`src/rtl/twiddle_gen_stage.sv`:
```
// Radix-2 SDF twiddle generator: a per-sample counter drives a quarter-wave cosine ROM
// through a two-stage pipeline, producing cos/-sin (forward) or cos/+sin (inverse) per sample.
module twiddle_gen_stage #(
    parameter int N     = 256,
    parameter int STAGE = 0,
    parameter int BW    = 14
) (
    input  logic                 clk,
    input  logic                 rst_n,
    input  logic                 in_valid,
    input  logic                 in_sop,
    input  logic                 inverse,
    output logic signed [BW-1:0] tw_re,
    output logic signed [BW-1:0] tw_im,
    output logic                 out_valid,
    output logic                 out_sop
);
    localparam int LOGN = $clog2(N);
    localparam int QN   = N / 4;
    localparam int AW   = LOGN - 1;
    localparam int L    = N >> STAGE;
    localparam int HALF = L / 2;

    // Elaboration-time cosine: Taylor series over [0, pi/2], rounded half away from zero.
    function automatic logic signed [BW-1:0] rom_val(input int i);
        real x, term, sum, v;
        x    = 2.0 * 3.14159265358979323846 * i / N;
        sum  = 1.0;
        term = 1.0;
        for (int n = 1; n <= 12; n++) begin
            term = -term * x * x / ((2 * n - 1) * (2 * n));
            sum  = sum + term;
        end
        v = sum * real'(1 << (BW - 2));
        v = (v >= 0.0) ? v + 0.5 : v - 0.5;
        return BW'($rtoi(v));
    endfunction

    logic signed [BW-1:0] rom [QN+1];
    for (genvar gi = 0; gi <= QN; gi++) begin : g_rom
        assign rom[gi] = rom_val(gi);
    end

    logic [LOGN-1:0] cnt_q, cnt_d, cnt_use, h, k, j;
    logic            mode_q, mode_d, mode_use, take_sop;
    logic [AW-1:0]   a_re_q, a_re_d, a_im_q, a_im_d;
    logic            neg_q, neg_d, inv_q, inv_d;
    logic [1:0]      vld_pipe_q, vld_pipe_d, sop_pipe_q, sop_pipe_d;
    logic signed [BW-1:0] tw_re_q, tw_re_d, tw_im_q, tw_im_d;

    always_comb begin
        take_sop = in_valid && in_sop;
        cnt_use  = take_sop ? '0 : cnt_q;
        mode_use = take_sop ? inverse : mode_q;
        cnt_d    = in_valid ? cnt_use + 1'b1 : cnt_q;
        mode_d   = mode_use;

        // First half of each block uses k=0; second half steps by 2^STAGE.
        h = cnt_use & LOGN'(L - 1);
        k = '0;
        if (h >= LOGN'(HALF))
            k = (h - LOGN'(HALF)) << STAGE;

        j = '0;
        if (k <= LOGN'(QN)) begin
            a_re_d = AW'(k);
            a_im_d = AW'(QN) - AW'(k);
            neg_d  = 1'b0;
        end else begin
            j      = k - LOGN'(QN);
            a_re_d = AW'(QN) - AW'(j);
            a_im_d = AW'(j);
            neg_d  = 1'b1;
        end
        inv_d      = mode_use;
        vld_pipe_d = {vld_pipe_q[0], in_valid};
        sop_pipe_d = {sop_pipe_q[0], take_sop};

        tw_re_d = tw_re_q;
        tw_im_d = tw_im_q;
        if (vld_pipe_q[0]) begin
            tw_re_d = neg_q ? -rom[a_re_q] : rom[a_re_q];
            tw_im_d = inv_q ? rom[a_im_q] : -rom[a_im_q];
        end
    end

    always_ff @(posedge clk) begin
        if (!rst_n) begin
            cnt_q      <= '0;
            mode_q     <= 1'b0;
            a_re_q     <= '0;
            a_im_q     <= '0;
            neg_q      <= 1'b0;
            inv_q      <= 1'b0;
            vld_pipe_q <= '0;
            sop_pipe_q <= '0;
            tw_re_q    <= '0;
            tw_im_q    <= '0;
        end else begin
            cnt_q      <= cnt_d;
            mode_q     <= mode_d;
            a_re_q     <= a_re_d;
            a_im_q     <= a_im_d;
            neg_q      <= neg_d;
            inv_q      <= inv_d;
            vld_pipe_q <= vld_pipe_d;
            sop_pipe_q <= sop_pipe_d;
            tw_re_q    <= tw_re_d;
            tw_im_q    <= tw_im_d;
        end
    end

    assign tw_re     = tw_re_q;
    assign tw_im     = tw_im_q;
    assign out_valid = vld_pipe_q[1];
    assign out_sop   = sop_pipe_q[1];
endmodule
```
`config.mk`:
```
export PLATFORM = sky130hd
export DESIGN_NAME = twiddle_gen_stage
export DESIGN_NICKNAME = d
export VERILOG_FILES = /design/src/rtl/twiddle_gen_stage.sv
export SDC_FILE = /design/constraint.sdc
export NUM_CORES = 1
export LEC_CHECK = 0
export BUFFER_PORTS_ARGS = -buffer_cell sky130_fd_sc_hd__buf_4
export CORE_MARGIN = 2
export CORE_UTILIZATION = 60
export DETAILED_ROUTE_END_ITERATION = 12
export HOLD_SLACK_MARGIN = 0.02
export PLACE_DENSITY = 0.79
export SYNTH_ARGS = -nofsm -noshare
export SYNTH_HDL_FRONTEND = slang
export SYNTH_SLANG_ARGS = --single-unit
```
`constraint.sdc`:
```
create_clock -name clk -period 4.1 [get_ports clk]
set_clock_uncertainty 0.05 [all_clocks]
set_input_delay 0.82 -clock clk [delete_from_list [all_inputs] [get_ports clk]]
set_output_delay 0.82 -clock clk [all_outputs]
set_load 0.02 [all_outputs]
```
# Word-level counts from Yosys, hierarchy flattened
# Memories as Yosys holds them, arrays and structs flattened.
# Cells that the tools add are included.
[totals] mem_bits_ro=3584 elab_cells=36 ff_bits=56 output_inout_bits=30 n_memories=2
[memory_table] memory="(no name shown)" words=128 word_bits=14 rd=1 rd_clocked_by_memory_dff=0 write_ports=0 line="83" source="tw_im_d = inv_q ? rom[a_im_q] : -rom[a_im_q];"
[memory_table] memory="(no name shown)" words=128 word_bits=14 rd=1 rd_clocked_by_memory_dff=0 write_ports=0 line="82" source="tw_re_d = neg_q ? -rom[a_re_q] : rom[a_re_q];"
[classes] addsub=7 bitwise=2 muxes=11 n_lt_le_gt_ge=4 reduce_logical=1
[op_table] op="$mux 14" n=6
[op_table] op="$neg 14->14" n=2
[op_table] op="$ge 8x8->1 const B" n=3
[op_table] op="$mux 8" n=2
[op_table] op="$not 7->8" n=2
[op_table] op="$mux 7" n=2
[op_table] op="$sub 7x7->7 const A" n=2
[op_table] op="$add 8x1->8 const B" n=1
[op_table] op="$le 8x7->1 const B" n=1
[op_table] op="$sub 8x8->8 const B" n=1
[op_table] op="$sub 7x7->7 const B" n=1
[op_table] op="$logic_and 1x1->1" n=1
[op_table] op="$mux 1" n=1

# Longest topological paths before layout
[logic_depth] word_depth=7 depth_mapped=14 depth_no_buf=12

# Worst setup path before layout
# Ideal clock, no wire load.
[synth_path] kind="flip-flop to flip-flop" startpoint="register a_im_q[1]" endpoint="register tw_im_q[6], in the netlist tw_im[6]" synth_period_minus_slack_ns=3.730 path_stages_with_launch=14 arrival_ns=3.589 path_buffers=2 setup_slack_ns=0.370 path_cell_list="dfxtp_1 > clkbuf_1 > inv_1 > ha_1 > clkbuf_1 > mux2_2 > mux4_2 > a221oi_1 > inv_1 > ha_1 > inv_1 > nor4_2 > or3_1 > a311oi_1"
[synth_via] elab_chain_len=6
[synth_rtl] item="from (decl)" line="46" source="logic [AW-1:0] a_re_q, a_re_d, a_im_q, a_im_d;"
[synth_rtl] item="from (signal assigned)" line="103" source="a_im_q <= a_im_d;"
[synth_rtl] item="$not 7->8 (not written as such) *" line="83"
[synth_rtl] item="$mem_v2 128x14 *"
[synth_rtl] item="$mux 14 (not written as such) * (2 in a row)" line="83"
[synth_rtl] item="$neg 14->14" line="83"
[synth_rtl] item="$mux 14 *" line="83"
[synth_rtl] item="to (signal assigned)" line="109" source="tw_im_q <= tw_im_d;"
[synth_rtl] item="to (decl)" line="49" source="logic signed [BW-1:0] tw_re_q, tw_re_d, tw_im_q, tw_im_d;"
# Mark *: on every way between the ends. The rest lies on a longest branch, timed or not. The select of a mux whose other input is x is not followed.
# A chain may end at the register's enable or synchronous reset.

==> flow_summary.json <==
{
  "grt_usage": 0.306,
  "post_drt_via_cell_ratio": 6.72,
  "reg2reg_from": "a_re_q[0]",
  "final_cell_area_sq_mm": 0.00566,
  "worst-path-buf-inv": 4,
  "period_minus_slack_ns": 3.52,
  "post_synth.cell_area_avg_sq_um": 7.54,
  "netlist_area_sq_mm": 0.00531,
  "clock_tree.htree_level_count": 2,
  "synth_edf_count": 0,
  "finalNetCount": 737,
  "drt.antenna.violating_nets": 0,
  "place_ws_ns": 0.593,
  "relSlewSlack": 0.452,
  "timing.final.hold_violations": 0,
  "path_delay_family": "multiplexers",
  "drt_pass1_iterations": 6,
  "num_antenna_cells": 0,
  "type_of_element_launching_the_critical_path": "register",
  "dp.final_hpwl_mm": 10.7,
  "multi_input_area_sq_mm": 0.00383,
  "postSynthNetCount": 737,
  "final_max_slew_violation_count": 0,
  "crit_required_ns": 4.27,
  "rsz0062_at_grt": "false",
  "placedInstanceArea_sq_mm": 0.00557,
  "vdd.ir_drop.worst_mv": 0.160,
  "crit_cells": 12,
  "fill_cells": 763,
  "layout-drive-gt1-share": 0.130,
  "synth_async_sr_flop_share": 0,
  "placer_s_final_routability_congestion_estimate": 0.977,
  "tritoncts": "yes",
  "critical_path.max_fanout": 14,
  "critical_path.max_stage_delay_ns": 0.50,
  "yosys_register_bits": 55,
  "finalWorstSetupSlack_ns": 0.575,
  "worst_pin_slew_ns": 0.822,
  "clockRootBuffer": "sky130_fd_sc_hd__clkbuf_8",
  "grt_pass1_wl_mm": 24.6,
  "worst_skew_pair.late_latency_ns": 0.31,
  "floorplan.initialDensity": 0.615,
  "fin_setup_tns_ns": 0,
  "post-cts-setup-buffers": 0,
  "wl_mm": 14.9,
  "drtIter0Drc": 509,
  "cts_hold_buf": 0,
  "seqCellArea_sq_mm": 0.00110,
  "synthDistinctLibCells": 82,
  "hold_path_class": "reg2reg",
  "start_point_of_the_critical_path": "a_re_q[0]",
  "grt_start_max_net_pins": 39,
  "crit_path_end_kind": "register",
  "synthesized_instance_count": 704,
  "chipWidth_um": 98.1,
  "instances_no_fill": 813,
  "clockBufferDepth": 2,
  "worst-r2r-setup-slack_ns": 0.58,
  "power.density_mw_per_mm2": 167,
  "num_vias": 5461,
  "ys.warnings.count": 0,
  "vias_in_the_first_global_route": 4992,
  "placed_cells": 805,
  "flow.area_growth_from_synthesis_pct": 6.58,
  "endpoint": "tw_im[6]",
  "postSynth.topFlopCell": "sky130_fd_sc_hd__dfxtp_1",
  "r2r_cells": 12,
  "maxClockFrequency_mhz": 284,
  "globalRoute.totalOverflow": 0,
  "antenna_found_initial": 0,
  "tritoncts.num_buffers": 5,
  "setup_viol": 0,
  "core.rowCount": 34,
  "cts.clk_slew.worst_paths_ns": 0.11,
  "cap_violations": 0,
  "coreArea_sq_mm": 0.00864,
  "outcome": "completed",
  "proportion_of_synthesized_chip_area_in_sequential_cells": 0.207,
  "fp.dieArea_sq_mm": 0.00961,
  "fin_util": 0.655,
  "die_y_um": 98.1,
  "criticalPathCategory": "reg2reg",
  "cts.repair.resized": 0,
  "critical-path-slowest-cell": "sky130_fd_sc_hd__a221oi_1",
  "drc": 0,
  "leakage_nw": 2.07,
  "critPathArrivalTime_ns": 3.70,
  "critical_path.cell_chain": "buf_4 -> ha_1 -> mux2_2 -> mux4_2 -> a221oi_1 -> inv_1 -> ha_1 -> inv_1 -> nor4_2 -> buf_4 -> or3_1 -> a311oi_1",
  "cts.sink_count": 55,
  "post_drt_wl_per_cell_um": 18.3,
  "io_buffer_count": 34,
  "io_pins": 35,
  "layout_worst_path_cycle_share": 0.860,
  "timing.rr.end": "tw_im[6]"
}
==> how the worst min path moves through the flow <==
stage,slack [ns],startpoint,cells past startpoint,to
finish,0.41,sop_pipe_q[0],1,sop_pipe_q[1]
global route,0.44,sop_pipe_q[0],1,sop_pipe_q[1]
CTS,0.42,sop_pipe_q[0],1,sop_pipe_q[1]
detailed placement,0.39,sop_pipe_q[0],1,sop_pipe_q[1]
global placement,0.37,sop_pipe_q[0],1,sop_pipe_q[1]
floorplan,0.36,sop_pipe_q[0],1,sop_pipe_q[1]
==> layer usage <==
layer / up-vias / GRT usage / routed length [um]
met4: 0 / 0.0716 / 223
met2: 290 / 0.484 / 6640
met5: - / 0 / 0
met3: 25 / 0.0487 / 1470
li1: 2615 / - / -
met1: 2531 / 0.439 / 6520
==> registers in the layout, indices dropped and copies added (netlist names) <==
name and flops:
a_re_q 7, tw_im 14, sop_pipe_q 2, cnt_q 8, tw_re 14, vld_pipe_q 2, inv_q 1, neg_q 1
a_im_q 6
==> cells in the mapped netlist, types with 5 or more instances <==
library cell	instances	area [sq um]
sky130_fd_sc_hd__a32oi_1	6	52.6
sky130_fd_sc_hd__a221oi_1	7	61.3
sky130_fd_sc_hd__mux2_2	9	101
sky130_fd_sc_hd__o211ai_1	14	105
sky130_fd_sc_hd__o31ai_1	14	105
sky130_fd_sc_hd__a311oi_1	5	43.8
sky130_fd_sc_hd__nand3_1	22	110
sky130_fd_sc_hd__and2_1	13	81.3
sky130_fd_sc_hd__nand2_1	58	218
sky130_fd_sc_hd__nor3_1	14	70.1
sky130_fd_sc_hd__nor2_1	69	259
sky130_fd_sc_hd__and3_1	5	31.3
sky130_fd_sc_hd__a21oi_1	28	140
sky130_fd_sc_hd__a31oi_1	17	106
sky130_fd_sc_hd__a211oi_1	25	188
sky130_fd_sc_hd__buf_2	19	95.1
sky130_fd_sc_hd__o21ai_0	37	185
sky130_fd_sc_hd__inv_1	22	82.6
sky130_fd_sc_hd__ha_1	28	350
sky130_fd_sc_hd__nand4_1	8	50.1
sky130_fd_sc_hd__mux4_2	7	158
sky130_fd_sc_hd__dfxtp_1	55	1100
sky130_fd_sc_hd__xor2_1	9	78.8
sky130_fd_sc_hd__xnor2_1	9	78.8
sky130_fd_sc_hd__clkbuf_1	30	113
sky130_fd_sc_hd__buf_1	5	18.8
sky130_fd_sc_hd__nor2b_1	21	131
sky130_fd_sc_hd__inv_2	5	18.8
sky130_fd_sc_hd__nand2b_1	23	144
sky130_fd_sc_hd__o2bb2ai_1	5	43.8
sky130_fd_sc_hd__o21a_1	6	45.0
==> power breakdown <==
group	internal, mW	switching [mW]
Clock	0.123	0.188
Combinational	0.0287	0.0500
Sequential	0.546	0.0111
Total	0.698	0.249
==> metrics by stage <==
stage,power (mW),hold WS (ns)
floorplan,0.618,0.362
global placement,0.647,0.375
detailed placement,0.649,0.389
CTS,0.956,0.418
global route,0.986,0.440
finish,0.947,0.411
==> layout make-up <==
type / instances / area share
Clock inverter: 3 / 0.00398
Tap cell: 108 / 0.0239
Timing Repair Buffer: 51 / 0.0677
Clock buffer: 5 / 0.0122
Multi-Input combinational cell: 562 / 0.678
Inverter: 29 / 0.0201
Sequential cell: 55 / 0.195
==> logic make-up after synthesis <==
| logic type | share of synthesized area |
|---|---|
| simple gates | 0.267 |
| compound gates | 0.294 |
| buf+inv | 0.0705 |
| flops | 0.207 |
| fa+ha+maj | 0.0679 |
| mux | 0.0634 |
| xor+xnor | 0.0297 |
==> layout by cell type (no fill, tap or decap), drive strengths merged, types with 7 or more instances in the layout <==
cell    synthesis  layout
a221oi          7       7
mux2           10      10
a211oi         26      26
nor4            7       7
nand3          22      22
or2             8       8
o31ai          14      14
o21ai          40      40
buf            28      51
dfxtp          55      55
nand2b         23      23
inv            28      29
nand4           8       8
a31oi          17      17
nor3           14      14
xnor2           9       9
nand2          58      58
nor2           69      69
ha             28      28
and2           14      14
xor2            9       9
mux4            8       8
nor2b          21      21
o211ai         14      14
a21oi          28      28
No activity file was read; power rests on OpenSTA's default activity.
